==> config.mk <==
export PLATFORM = sky130hd
export DESIGN_NAME = rr_mux_arbiter
export DESIGN_NICKNAME = d
export VERILOG_FILES = /design/src/rtl/rr_mux_pkg.sv /design/src/rtl/rr_arb_pick.sv /design/src/rtl/rr_mux_arbiter.sv
export SDC_FILE = /design/constraint.sdc
export NUM_CORES = 1
export LEC_CHECK = 0
export BUFFER_PORTS_ARGS = -buffer_cell sky130_fd_sc_hd__buf_2
export CORE_AREA = 2 2 39 41
export CTS_BUF_LIST = sky130_fd_sc_hd__clkbuf_4 sky130_fd_sc_hd__clkbuf_8
export DETAILED_ROUTE_END_ITERATION = 6
export DIE_AREA = 0 0 41 43
export PLACE_DENSITY_LB_ADDON = 0.3
export SYNTH_ARGS = -nofsm -noshare
export SYNTH_HDL_FRONTEND = slang
export SYNTH_SLANG_ARGS = --single-unit
==> constraint.sdc <==
create_clock -name clk -period 5.2 [get_ports clk]
set_clock_uncertainty 0.1 [all_clocks]
set_input_delay 1.3 -clock clk [delete_from_list [all_inputs] [get_ports clk]]
set_output_delay 1.3 -clock clk [all_outputs]
set_load 0.005 [all_outputs]
==> src/rtl/rr_mux_pkg.sv <==
// Shared definitions for the round-robin multiplexing arbiter:
// mode encodings, transfer-counter width and a saturating increment helper.
package rr_mux_pkg;

    typedef enum logic {
        MODE_FIXED = 1'b0,
        MODE_RR    = 1'b1
    } mode_e;

    localparam int CNT_W = 16;

    localparam logic [CNT_W-1:0] CNT_MAX = {CNT_W{1'b1}};

    // Counter increment that sticks at all-ones instead of wrapping.
    function automatic logic [CNT_W-1:0] sat_inc(input logic [CNT_W-1:0] v);
        return (v == CNT_MAX) ? v : v + 1'b1;
    endfunction

endpackage

==> src/rtl/rr_arb_pick.sv <==
// Combinational circular search: finds the first set request bit at or after
// i_start, wrapping from N-1 back to 0, and reports its absolute index.
module rr_arb_pick #(
    parameter int N = 4
) (
    input  logic [N-1:0]         i_req,
    input  logic [$clog2(N)-1:0] i_start,
    output logic                 o_found,
    output logic [$clog2(N)-1:0] o_idx
);

    localparam int IW = $clog2(N);

    // Requests rotated so that bit 0 corresponds to the start index.
    logic [N-1:0] w_rot;
    logic [IW:0]  w_sum;

    assign w_rot = N'({i_req, i_req} >> i_start);

    // Scan from the farthest offset down so the nearest requester wins.
    always_comb begin
        o_found = 1'b0;
        o_idx   = '0;
        w_sum   = '0;
        for (int k = N - 1; k >= 0; k--) begin
            if (w_rot[k]) begin
                o_found = 1'b1;
                w_sum   = {1'b0, i_start} + (IW+1)'(k);
                if (w_sum >= (IW+1)'(N)) begin
                    w_sum = w_sum - (IW+1)'(N);
                end
                o_idx = w_sum[IW-1:0];
            end
        end
    end

endmodule

==> src/rtl/rr_mux_arbiter.sv <==
// N-channel to one multiplexing arbiter with a single registered output word.
// mode selects fixed priority (lowest index) or round robin after the last
// accepted channel. A new word is accepted whenever the output register is
// empty or being drained in the same cycle, so back-to-back transfers run at
// one word per clock.
// Optional feature: define RR_MUX_ARBITER_CNT_EN to add the 16-bit saturating
// xfer_count output counting words taken downstream.
module rr_mux_arbiter
    import rr_mux_pkg::*;
#(
    parameter int W = 2,
    parameter int N = 4
) (
    input  logic                 clk,
    input  logic                 rst_n,
    input  logic [N*W-1:0]       in_data,
    input  logic [N-1:0]         in_valid,
    output logic [N-1:0]         in_ready,
    input  logic                 mode,
    output logic [W-1:0]         out_data,
    output logic                 out_valid,
    input  logic                 out_ready,
`ifdef RR_MUX_ARBITER_CNT_EN
    output logic [CNT_W-1:0]     xfer_count,
`endif
    output logic [$clog2(N)-1:0] grant
);

    localparam int IW = $clog2(N);

    logic [IW-1:0] r_last;
    logic [W-1:0]  r_out_data;
    logic          r_out_valid;

    logic          w_take;
    logic          w_space;
    logic          w_found;
    logic          w_accept;
    logic [IW-1:0] w_start;
    logic [IW-1:0] w_pick;
    logic [W-1:0]  w_sel_data;

    assign w_take  = r_out_valid & out_ready;
    assign w_space = ~r_out_valid | w_take;

    // Search origin: channel 0 in fixed priority, one past the last winner
    // in round robin.
    always_comb begin
        w_start = '0;
        if (mode == MODE_RR) begin
            w_start = (r_last == IW'(N - 1)) ? '0 : r_last + 1'b1;
        end
    end

    rr_arb_pick #(
        .N (N)
    ) u_pick (
        .i_req   (in_valid),
        .i_start (w_start),
        .o_found (w_found),
        .o_idx   (w_pick)
    );

    // rst_n gates the handshake so nothing is offered while reset is held.
    assign w_accept = rst_n & w_space & w_found;

    // One-hot accept strobe and grant index for the current cycle.
    always_comb begin
        in_ready = '0;
        grant    = '0;
        if (w_accept) begin
            grant = w_pick;
            for (int i = 0; i < N; i++) begin
                in_ready[i] = (w_pick == IW'(i));
            end
        end
    end

    // Only the picked channel's slice reaches the output register.
    always_comb begin
        w_sel_data = '0;
        for (int i = 0; i < N; i++) begin
            if (w_pick == IW'(i)) begin
                w_sel_data = in_data[i*W +: W];
            end
        end
    end

    // Output word register: load on accept, empty on a take with no refill.
    always_ff @(posedge clk or negedge rst_n) begin
        if (!rst_n) begin
            r_out_valid <= 1'b0;
            r_out_data  <= '0;
        end else if (w_accept) begin
            r_out_valid <= 1'b1;
            r_out_data  <= w_sel_data;
        end else if (w_take) begin
            r_out_valid <= 1'b0;
        end
    end

    // Round-robin pointer follows every accepted transfer in either mode;
    // reset value N-1 makes the first round-robin search begin at 0.
    always_ff @(posedge clk or negedge rst_n) begin
        if (!rst_n) begin
            r_last <= IW'(N - 1);
        end else if (w_accept) begin
            r_last <= w_pick;
        end
    end

    assign out_data  = r_out_data;
    assign out_valid = r_out_valid;

`ifdef RR_MUX_ARBITER_CNT_EN
    logic [CNT_W-1:0] r_xfer_count;

    // Count words leaving through the output handshake, saturating at max.
    always_ff @(posedge clk or negedge rst_n) begin
        if (!rst_n) begin
            r_xfer_count <= '0;
        end else if (w_take) begin
            r_xfer_count <= sat_inc(r_xfer_count);
        end
    end

    assign xfer_count = r_xfer_count;
`endif

endmodule

==> results of run 1 <==
-- routing by layer --
metal,part of all wire [%],wire length (um)
met1,44,498
met3,4.0,45
met4,1.3,15
met2,51,577
met5,0,0
-- sequential cells by signal, summed over array words and instances (netlist names) --
| signal | flops |
|---|---|
| out_data | 2 |
| r_last | 2 |
| out_valid | 1 |
-- worst max-delay path: cells and delay by family --
| kind | cells | cell delay [ps] |
|---|---|---|
| and+or+nand+nor | 4 | 1030 |
| buffers and inverters | 2 | 250 |
-- cell families after synthesis --
logic type,synth area share (%)
AO/OA/AOI/OAI,33.2
adder cells (fa/ha/maj),2.59
buffers and inverters,2.33
flip-flops,26.4
multiplexers,6.22
AND/OR/NAND/NOR,29.3
-- Yosys cell counts (2+ instances only) --
cell                      count
sky130_fd_sc_hd__mux2_4       2
sky130_fd_sc_hd__nor2_1       9
sky130_fd_sc_hd__dfrtp_1      3
sky130_fd_sc_hd__a211o_1      2
sky130_fd_sc_hd__a21o_2       2
sky130_fd_sc_hd__a21o_1       2
sky130_fd_sc_hd__dfstp_2      2
sky130_fd_sc_hd__nand2_1      7
sky130_fd_sc_hd__inv_1        2
sky130_fd_sc_hd__o221a_1      2
sky130_fd_sc_hd__o21ai_0      2
-- where the power goes --
group | internal [mW] | total, mW | switching, mW | leakage [nW]
combinational | 0.0677 | 0.135 | 0.0677 | 0.278
clock | 0.0341 | 0.0489 | 0.0148 | 0.0184
sequential | 0.0562 | 0.0676 | 0.0113 | 0.0538
-- cell type report --
class                      count  area share (%)
sequential                     5            19.5
tap                           16            3.07
inverter                       3            1.72
timing repair buffer          24            18.4
multi-input combinational     49            52.7
clock buffer                   4            4.60
-- placed cells by master, fill, tap and decap left out, types with 2 or more instances in the layout --
| cell type | instances |
|---|---|
| sky130_fd_sc_hd__dfrtp_1 | 3 |
| sky130_fd_sc_hd__clkbuf_4 | 4 |
| sky130_fd_sc_hd__inv_1 | 2 |
| sky130_fd_sc_hd__mux2_4 | 2 |
| sky130_fd_sc_hd__a211o_1 | 2 |
| sky130_fd_sc_hd__a21o_1 | 2 |
| sky130_fd_sc_hd__a21o_2 | 2 |
| sky130_fd_sc_hd__dfstp_2 | 2 |
| sky130_fd_sc_hd__o21ai_0 | 2 |
| sky130_fd_sc_hd__buf_2 | 24 |
| sky130_fd_sc_hd__nand2_1 | 7 |
| sky130_fd_sc_hd__nor2_1 | 9 |
| sky130_fd_sc_hd__o221a_1 | 2 |
-- per-stage QoR --
step / setup WS [ps] / instances / power, mW / util (%)
4_1_cts: 1200 / 101 / 0.254 / 47.2
6_report: 1220 / 101 / 0.252 / 47.2
2_1_floorplan: 1550 / 57 / 0.165 / -
5_1_grt: 1100 / 101 / 0.278 / 47.2
3_3_place_gp: 1200 / 97 / 0.203 / 45.0
3_5_place_dp: 1200 / 97 / 0.203 / 45.0
-- worst max path at each step --
| stage | startpoint | to | slack (ps) |
|---|---|---|---|
| after floorplan | in_valid[0] | in_ready[1] | 1550 |
| after global placement | in_valid[0] | in_ready[3] | 1200 |
| after detailed placement | in_valid[0] | in_ready[3] | 1200 |
| after CTS | in_valid[0] | in_ready[3] | 1200 |
| after global routing | in_valid[0] | in_ready[3] | 1100 |
| final | in_valid[0] | in_ready[3] | 1220 |
==> summary.md, run 1 <==
The flow ran to the end, and the final reports show no timing, DRC or antenna violations. The run gives 5 as the count of clock tree sinks. The share of the clock period used by the worst path works out to 76.5%. In this run the worst path has a maximum fanout of 5. Summed over all nets, the half-perimeter wirelength after detailed placement is 942 um.

The run gives 0 as the total setup violations reported at the end of the flow. The tools report the worst reg2reg path endpoint as out_data[0]. The routed design has 1140 um of wire.

For the leakage power, the log shows 0.350 nW. The startpoint identified for the worst hold timing path is r_last[1]. The via count of the first global-routing pass was 522; the residual antenna-violating net count after detailed routing was 0. The library cell occupying the most area in the post-synthesis netlist was sky130_fd_sc_hd__dfrtp_1. The initial utilization of the core area, before any placement, comes to 34.9%. For flop-to-flop paths, the worst setup slack is 2660 ps. The area added between synthesis and finish was 35.2%. The worst-case clock buffer depth came out at 2. Counting I/O delays and the setup requirement, the final critical path takes 3980 ps. For met1 alone, demand over resource in global routing was 21.2%. The layout net count is 103. TritonCTS built the clock tree. For this run, the slowest stage of the critical path takes 580 ps. The worst register-to-register path has a depth of 7. The max-cap violation count is 0, and the clock-pin slew on the worst setup and hold paths is 40 ps. For met3 alone, demand over resource in global routing was 1.57%.

The type of the worst setup path was primary input to output pin. For the worst setup path, the data required time is 3800 ps. The die outline area was 1760 um2; the number of stages on the worst hold path was 1. The root buffer cell chosen for the clock tree is sky130_fd_sc_hd__clkbuf_4. The cell area that synthesis handed to floorplanning was 483 um2. The worst hold path terminates at r_last[1].

The initial antenna violation count is 0, and the transition time of the tightest slew-check pin is 317 ps. The final weighted congestion in routability-driven placement was 0.857. The min-delay analysis places its worst path in the category register to register.

The multi-input combinational cells in the finished layout cover a total of 344 um2. The detailed-router iteration count before antenna repair was 4; the placeable core region was 1380 um2. The slowest stage of the critical path is the sky130_fd_sc_hd__or4_1 cell. met2 is the most crowded layer. Port buffering added 24 buffers. Using the TritonRoute via totals, the vias-per-cell ratio works out to 5.23.

For the number of buffers inserted by hold repair at cts, the log shows 0. The maximum number of pins on one net before global-route repair was 10. The logs give 0 for the overflow left after global routing and 623 um2 for the post-place instance area. The run gives 0 as the final hold violation count.

The synthesized netlist net count came out at 74. The post-synthesis cell count was 57; the width of the die was 41 um. The die is 43 um tall. The count of vias placed by the detailed router was 528.

Adding up every negative setup slack in the final design gives 0 ps. The average routed wire per standard cell came out at 11.2 um. Global routing consumed, over all layers together, 16.3% of the routing resources. Row generation in the floorplan step produced 14 rows.

The run gives 147 as the layout filler cell count. For this design the ratio of total power to cell area is 386 nW/um2. The most numerous cell on the critical path was sky130_fd_sc_hd__buf_2. For this run, design rule violations remaining after detail routing come to 0. In the final layout, the share of cells above drive strength 1 is 43.5%. The maximum level of the CTS H-tree was 1; the number of flops mapped to enable cells by yosys was 0. The tools report the kind of start point of the critical path as a primary input. The number of gates resized after CTS was 0. In this run, distinct cell masters in the synthesized netlist total 33. Of the synthesized area, sequential elements account for 26.4%.

25 I/O pins were placed. Counting flops and latches in the post-synthesis netlist gives 5. The peak supply drop is 0.117 mV. The sequential cell area in the final layout came out at 128 um2.

The tools report the worst hold margin as 424 ps. The number of clock buffers added by TritonCTS is 3. Derived from the worst setup path, the maximum achievable clock frequency is 0.251 GHz.

Endpoint arrival time on the critical path: 2580 ps. The run gives 653 um2 as the final standard cell area without fillers. Sorting the synthesized cells by area gives the leading types as sky130_fd_sc_hd__dfrtp_1 16%, sky130_fd_sc_hd__dfstp_2 11%, sky130_fd_sc_hd__nor2_1 7.0%, sky130_fd_sc_hd__mux2_4 6.2%, sky130_fd_sc_hd__nand2_1 5.4%. Dividing the synthesized area by the synthesized cell count gives 8.47 um2. The synthesized design devotes to its leading area cell type 15.5% of total area. Setup repair after global routing left no endpoint under its margin. For this run, asynchronously set or reset flops after synthesis account for 100%. Among all flip-flop cells after synthesis, the most frequent one is sky130_fd_sc_hd__dfrtp_1.

The critical path goes through buf_2 -> or4_1 -> nand3_1 -> or2_1 -> nor2_1 -> buf_2. The max-slew violation count came out at 0. For met2 alone, demand over resource in global routing was 23.8%. For this block, the initial DRC count from the detailed router was 8. The repair_antennas step left the layout with diodes totalling 0. For the worst slew margin relative to its limit, the log shows 78.5%. The category of the worst setup path capture point was an output pin. The logs give 0 for the number of buffers added for setup after CTS and 0 for the warning count from the yosys run. The startpoint identified for the worst register-to-register timing path is r_last[0]. For the worst-skew pair, the clock arrives at the later sink with an insertion delay of 240 ps. The first global-routing pass estimated 1990 um of wire.
(Power assumes the default switching activity.)
==> inputs of run 2 (changes only) <==
==> constraint.sdc (replaced) <==
create_clock -name clk -period 3.6 [get_ports clk]
set_clock_uncertainty 0.1 [all_clocks]
set_input_delay 0.9 -clock clk [delete_from_list [all_inputs] [get_ports clk]]
set_output_delay 0.9 -clock clk [all_outputs]
set_load 0.005 [all_outputs]
==> summary.md, run 2 (synthesized netlist as in run 1, its figures left out) <==
For the placeable core region, the log shows 1380 um2. Clock period minus final worst setup slack: 3390 ps. The maximum clock rate is 0.295 GHz. STA classifies the critical path endpoint as an output pin. Setup violations remaining at the end of the flow were counted as 0. The tools report the count of clock tree sinks as 5. The signal on the critical path passes through ha_1 -> or3_1 -> a31oi_1 -> o221ai_1 -> or2_1 -> nor2_1 -> buf_2. Along the worst path, the maximum fanout reaches 9. The worst slew margin relative to its limit was 78.1%. The buffers plus inverters on the worst setup path was 1; the endpoint arrival time on the critical path was 2390 ps. The effective utilization at floorplan came out at 34.9%.

The top cell types in the final layout, fill and taps aside, are 24 x sky130_fd_sc_hd__buf_2, 9 x sky130_fd_sc_hd__nor2_1, 7 x sky130_fd_sc_hd__nand2_1. 0 antenna diodes ended up in the layout. The class of the most critical hold timing path was primary input to async pin. TritonCTS built the clock tree. The area growth from synthesis to layout is 35.2%. At the later pin of the worst-skew pair, clock insertion delay measures 240 ps. The number of buffers created by CTS was 3. The average routed wire per standard cell was 11.8 um; the layout filler cell count was 143. For this block, the initial DRC count from the detailed router was 12. At the pin with the least slew margin, the transition time is 324 ps. Setup repair after global routing left no endpoint under its margin. The tools report the required time of the critical path as 2600 ps.

Fraction of layout cells with a size suffix above 1: 43.5%. For this run, the post-layout net count is 103. For the power after layout, the log shows 0.366 mW.

The final standard cell area without fillers is 653 um2, and the peak supply drop is 0.164 mV. For this block, the routed nets add up to 1190 um of wire. For the count of vias placed by the detailed router, the log shows 530. The detail route stage leaves a number of antenna-violating nets equal to 0. The clock-pin slew on the worst setup and hold paths came out at 40 ps. The worst-case clock buffer depth is 2.

The number of buffers added for setup after CTS was 0. The worst setup path is launched from a register. The via count of the first global-routing pass came out at 505.

The die is 41 um wide. Maximum number of pins on one net before global-route repair: 10. The number of I/O port buffers was 24.

Summing all multi-input logic gate instances after layout gives 344 um2. The power per unit of standard cell area is 561 nW/um2. For this design the top-level I/O count stands at 25.

In this run the cell area measured after placement is 623 um2. The flow ran to the end, and the final reports show no timing, DRC or antenna violations. On the worst path, the slowest cell contributes a delay of 600 ps. The max-slew violation count came out at 0. The total of cells resized after clock tree synthesis was 0.

Registers take 128 um2. The first TritonRoute pass finished after 4 iterations. Dividing the final minimum period by the clock period gives 94.3%. The cell with the biggest individual delay on the critical path is sky130_fd_sc_hd__dfstp_2. The overflow left after global routing was 0; the die outline height was 43 um. Row generation in the floorplan step produced 14 rows. Most common library cell in the layout ignoring fill and taps: sky130_fd_sc_hd__buf_2.

The run gives 1990 um as the global-route wire length before repair. The tools report the number of buffers inserted by hold repair at cts as 0. Across every metal layer, demand over resource in global routing totals 16.0%. Max-cap violations in this run came to 0. The floorplan step defined a die boundary enclosing 1760 um2. The tools report the summed negative setup slack over all endpoints as 0 ps. The type of the worst setup path is register to output pin.

The initial antenna violation count is 0, and the number of remaining DRC errors is 0. The tree is rooted in a sky130_fd_sc_hd__clkbuf_4. The maximum level of the CTS H-tree came out at 1. The final weighted congestion in routability-driven placement is 0.856.

Summed over all cells, the static leakage comes to 0.350 nW. Grouping stages by cell kind, the critical path spends the most delay in simple AND/OR/NAND/NOR gates. After detailed routing, the number of vias per cell comes to 5.25.

Detailed placement finished with a half-perimeter wire length of 978 um. Final hold violation count: 0.
## run 2: cell counts in the layout (fill, tap and decap cells not counted)
No cell type changed its count.
## run 2: where the power goes
| part | internal [mW] | switching, mW | total [mW] |
|---|---|---|---|
| Combinational | 0.0977 | 0.0995 | 0.197 |
| Clock | 0.0494 | 0.0224 | 0.0718 |
| Sequential | 0.0812 | 0.0162 | 0.0975 |
| Total | 0.228 | 0.138 | 0.366 |
## run 2: path summary, 6_finish.rpt
path	start	to	slack, ps	cells past startpoint
setup / recovery	r_last[0]	in_ready[3]	210	7
setup reg to reg	r_last[0]	out_data[0]	1050	7
min in group clk	r_last[1]	r_last[1]	430	1
hold reg to reg	r_last[1]	r_last[1]	430	1
hold / removal	rst_n	out_valid	380	1
max in group asynchronous	rst_n	r_last[1]	2790	1
## run 2: final cells by class
type / count / share of cell area [%]
sequential: 5 / 19.5
multi-input combinational: 49 / 52.7
tap: 16 / 3.07
timing repair buffer: 24 / 18.4
inverter: 3 / 1.72
clock buffer: 4 / 4.60
## run 2: stage by stage
step / std cells / hold WS, ps / util (%) / worst slack (ps)
after floorplan: 57 / 396 / - / 731
after global placement: 97 / 402 / 45.0 / 400
after detailed placement: 97 / 425 / 45.0 / 400
after CTS: 101 / 381 / 47.2 / 195
after global routing: 101 / 386 / 47.2 / 76.3
final: 101 / 382 / 47.2 / 206
## run 2: layer usage
metal	share of wire [%]	wire, um	up-vias	track usage [%]
met5	0	0	-	0
met4	1.2	14	0	8.00
met3	5.5	65	2	1.57
met2	50	591	19	23.8
met1	43	517	235	21.9
li1	-	-	274	-
==> inputs of run 3 (changes only) <==
--- a/config.mk
+++ b/config.mk
@@ -5,11 +5,11 @@
 export SDC_FILE = /design/constraint.sdc
 export NUM_CORES = 1
 export LEC_CHECK = 0
-export BUFFER_PORTS_ARGS = -buffer_cell sky130_fd_sc_hd__buf_2
 export CORE_AREA = 2 2 39 41
 export CTS_BUF_LIST = sky130_fd_sc_hd__clkbuf_4 sky130_fd_sc_hd__clkbuf_8
 export DETAILED_ROUTE_END_ITERATION = 6
 export DIE_AREA = 0 0 41 43
+export DONT_BUFFER_PORTS = 1
 export PLACE_DENSITY_LB_ADDON = 0.3
 export SYNTH_ARGS = -nofsm -noshare
 export SYNTH_HDL_FRONTEND = slang
==> summary.md, run 3 (synthesized netlist as in run 1, its figures left out) <==
The flow ran to the end, and the final reports show no timing, DRC or antenna violations. In this run the power spent charging and discharging nets is 0.128 mW. STA classifies the critical path startpoint as a register. The maximum clock rate was 0.299 GHz; the count of clock tree sinks was 5. The clock reaches the later pin of the worst-skew pair after 240 ps.

Setup violations remaining at the end of the flow were counted as 0. Summed over all cells, the static leakage comes to 0.249 nW. Leaving out fill and tap cells, the most frequent cell in the layout is sky130_fd_sc_hd__nor2_1. The share of the clock period used by the worst path was 92.8%. Net switching is 38.0% of the power.

Sequential cells burn 29.9% of the power. After clock tree synthesis, the clock-pin slew on the worst setup and hold paths is 40 ps. The global-route wire length before repair was 1750 um. For this design the top-level I/O count stands at 25. The die covers 1760 um2. The antenna diode instance count came out at 0. The tools report the category of the worst setup path capture point as an output pin. The root buffer selected by CTS was sky130_fd_sc_hd__clkbuf_4. Measured along the x axis, the die boundary spans 41 um. The final hold violation count is 0. In the layout the commonest cells are 9 x sky130_fd_sc_hd__nor2_1, 7 x sky130_fd_sc_hd__nand2_1, 4 x sky130_fd_sc_hd__clkbuf_4.

The path class of the tightest hold or removal check is primary input to async pin. Across the VDD grid, the largest voltage drop is 0.224 mV. The instance count after placement with tap cells included came out at 73. The startpoint identified for the worst register-to-register timing path is r_last[0]. The run gives 0 as the overflow left after global routing. The number of clock buffers added by TritonCTS is 3. Of the total power, combinational logic draws 49.3%.

The maximum level of the CTS H-tree is 1, and the number of buffers inserted by hold repair at cts is 0. The logs give 0 for the max-cap violation count and 1380 um2 for the placeable core region. Once routing completed, OpenROAD measured the worst setup slack at 258 ps. Dividing the detail-routed wire length by the instance count gives 14.4 um.

Summing all flip-flop and latch instances after layout gives 128 um2. Transition time of the tightest slew-check pin: 339 ps. After detailed routing, the number of remaining DRC violations is 0.

Buffers placed on the I/O ports in this run total 0. The number of buffers added for setup after CTS was 0. TritonCTS built the clock tree. In this run the deepest clock path goes through 2 buffers. Clock period minus final worst setup slack: 3340 ps.

Once layout is complete, the utilization of the core stands at 38.5%. Setup repair after global routing left no endpoint under its margin. The via count of the first global-routing pass was 437; the internal power component was 0.210 mW.

The effective utilization at floorplan was 34.9%. The worst hold margin was 258 ps; the worst slew margin relative to its limit was 77.1%. The non-filler instance count after layout is 77, and the initial antenna violation count is 0. In the global route stage, overall resource usage came out at 14.4%. The type of the worst setup path was register to output pin.

The detail route stage leaves a number of antenna-violating nets equal to 0. The summed negative setup slack over all endpoints was 0 ps. The power per unit of standard cell area was 634 nW/um2. Data on the critical path is required at its endpoint by 2600 ps.

The highest fanout seen on the critical path was 9; the count of vias placed by the detailed router was 465. After filler insertion, the fill cell instance count of the layout stands at 140. Of the total power, the clock network draws 20.8%. The origin of the worst setup path was r_last[0]. The run gives 0 as the max-slew violation count. The congestion estimate from routability-driven global placement came to 0.773.

The detailed router finished its first iteration with 16 violations. The placed instances occupy a cell area of 503 um2. After layout, the design draws a total of 0.338 mW. The logs give 533 um2 for the final standard cell area without fillers and 0 for the total of cells resized after clock tree synthesis.

The run gives 2340 ps as the endpoint arrival time on the critical path. For this block, the routed nets add up to 1110 um of wire. In the final layout, the multi-input gates occupy 344 um2. Entering global routing, the biggest net connects 10 pins. The mean number of vias per cell works out to 6.04.

The die is 43 um tall. After the last flow step, the layout net total stands at 79. In the final layout, the share of cells above drive strength 1 is 21.3%. Compared with the post-synthesis result, the final layout area differs by 10.4%. The floorplan has 14 rows. Timing analysis after detailed placement gives a worst setup slack of 542 ps.

The wire-length estimate of the detail-placed layout is 876 um. The detailed-router iteration count before antenna repair came out at 4.
run 3: layout make-up:
class / count / share of cell area, %
clock buffers: 4 / 5.63
inverters: 3 / 2.11
multi-input cells: 49 / 64.6
flip-flops and latches: 5 / 23.9
well taps: 16 / 3.76
run 3: final timing paths:
| kind | to | slack (ps) | cells after the start |
|---|---|---|---|
| max | in_ready[3] | 260 | 6 |
| min | out_valid | 260 | 0 |
| max reg2reg | out_data[1] | 1040 | 7 |
| min reg2reg | r_last[1] | 410 | 1 |
| max in group asynchronous | r_last[0] | 2970 | 0 |
| min in group clk | r_last[1] | 410 | 1 |
run 3: layer usage:
metal | share of wire, % | GRT usage (%)
met2 | 51 | 20.3
met4 | 1.4 | 11.3
met1 | 41 | 17.8
met5 | 0 | 0
met3 | 6.5 | 3.14
run 3: power by group through the flow:
| stage | registers (mW) | logic (mW) | clock network, mW |
|---|---|---|---|
| after CTS | 0.101 | 0.166 | 0.0736 |
| after global placement | 0.101 | 0.164 | 0 |
| after global routing | 0.104 | 0.185 | 0.0765 |
| after floorplan | 0.0957 | 0.143 | 0 |
| after detailed placement | 0.101 | 0.165 | 0 |
| final | 0.101 | 0.167 | 0.0704 |
run 3: critical path, stage by stage, from the launching register on:
cell and delay, ps:
sky130_fd_sc_hd__dfstp_2 600, sky130_fd_sc_hd__ha_1 340, sky130_fd_sc_hd__or3_1 340, sky130_fd_sc_hd__a31oi_1 170, sky130_fd_sc_hd__o221ai_1 180, sky130_fd_sc_hd__or2_1 310
sky130_fd_sc_hd__nor2_1 180
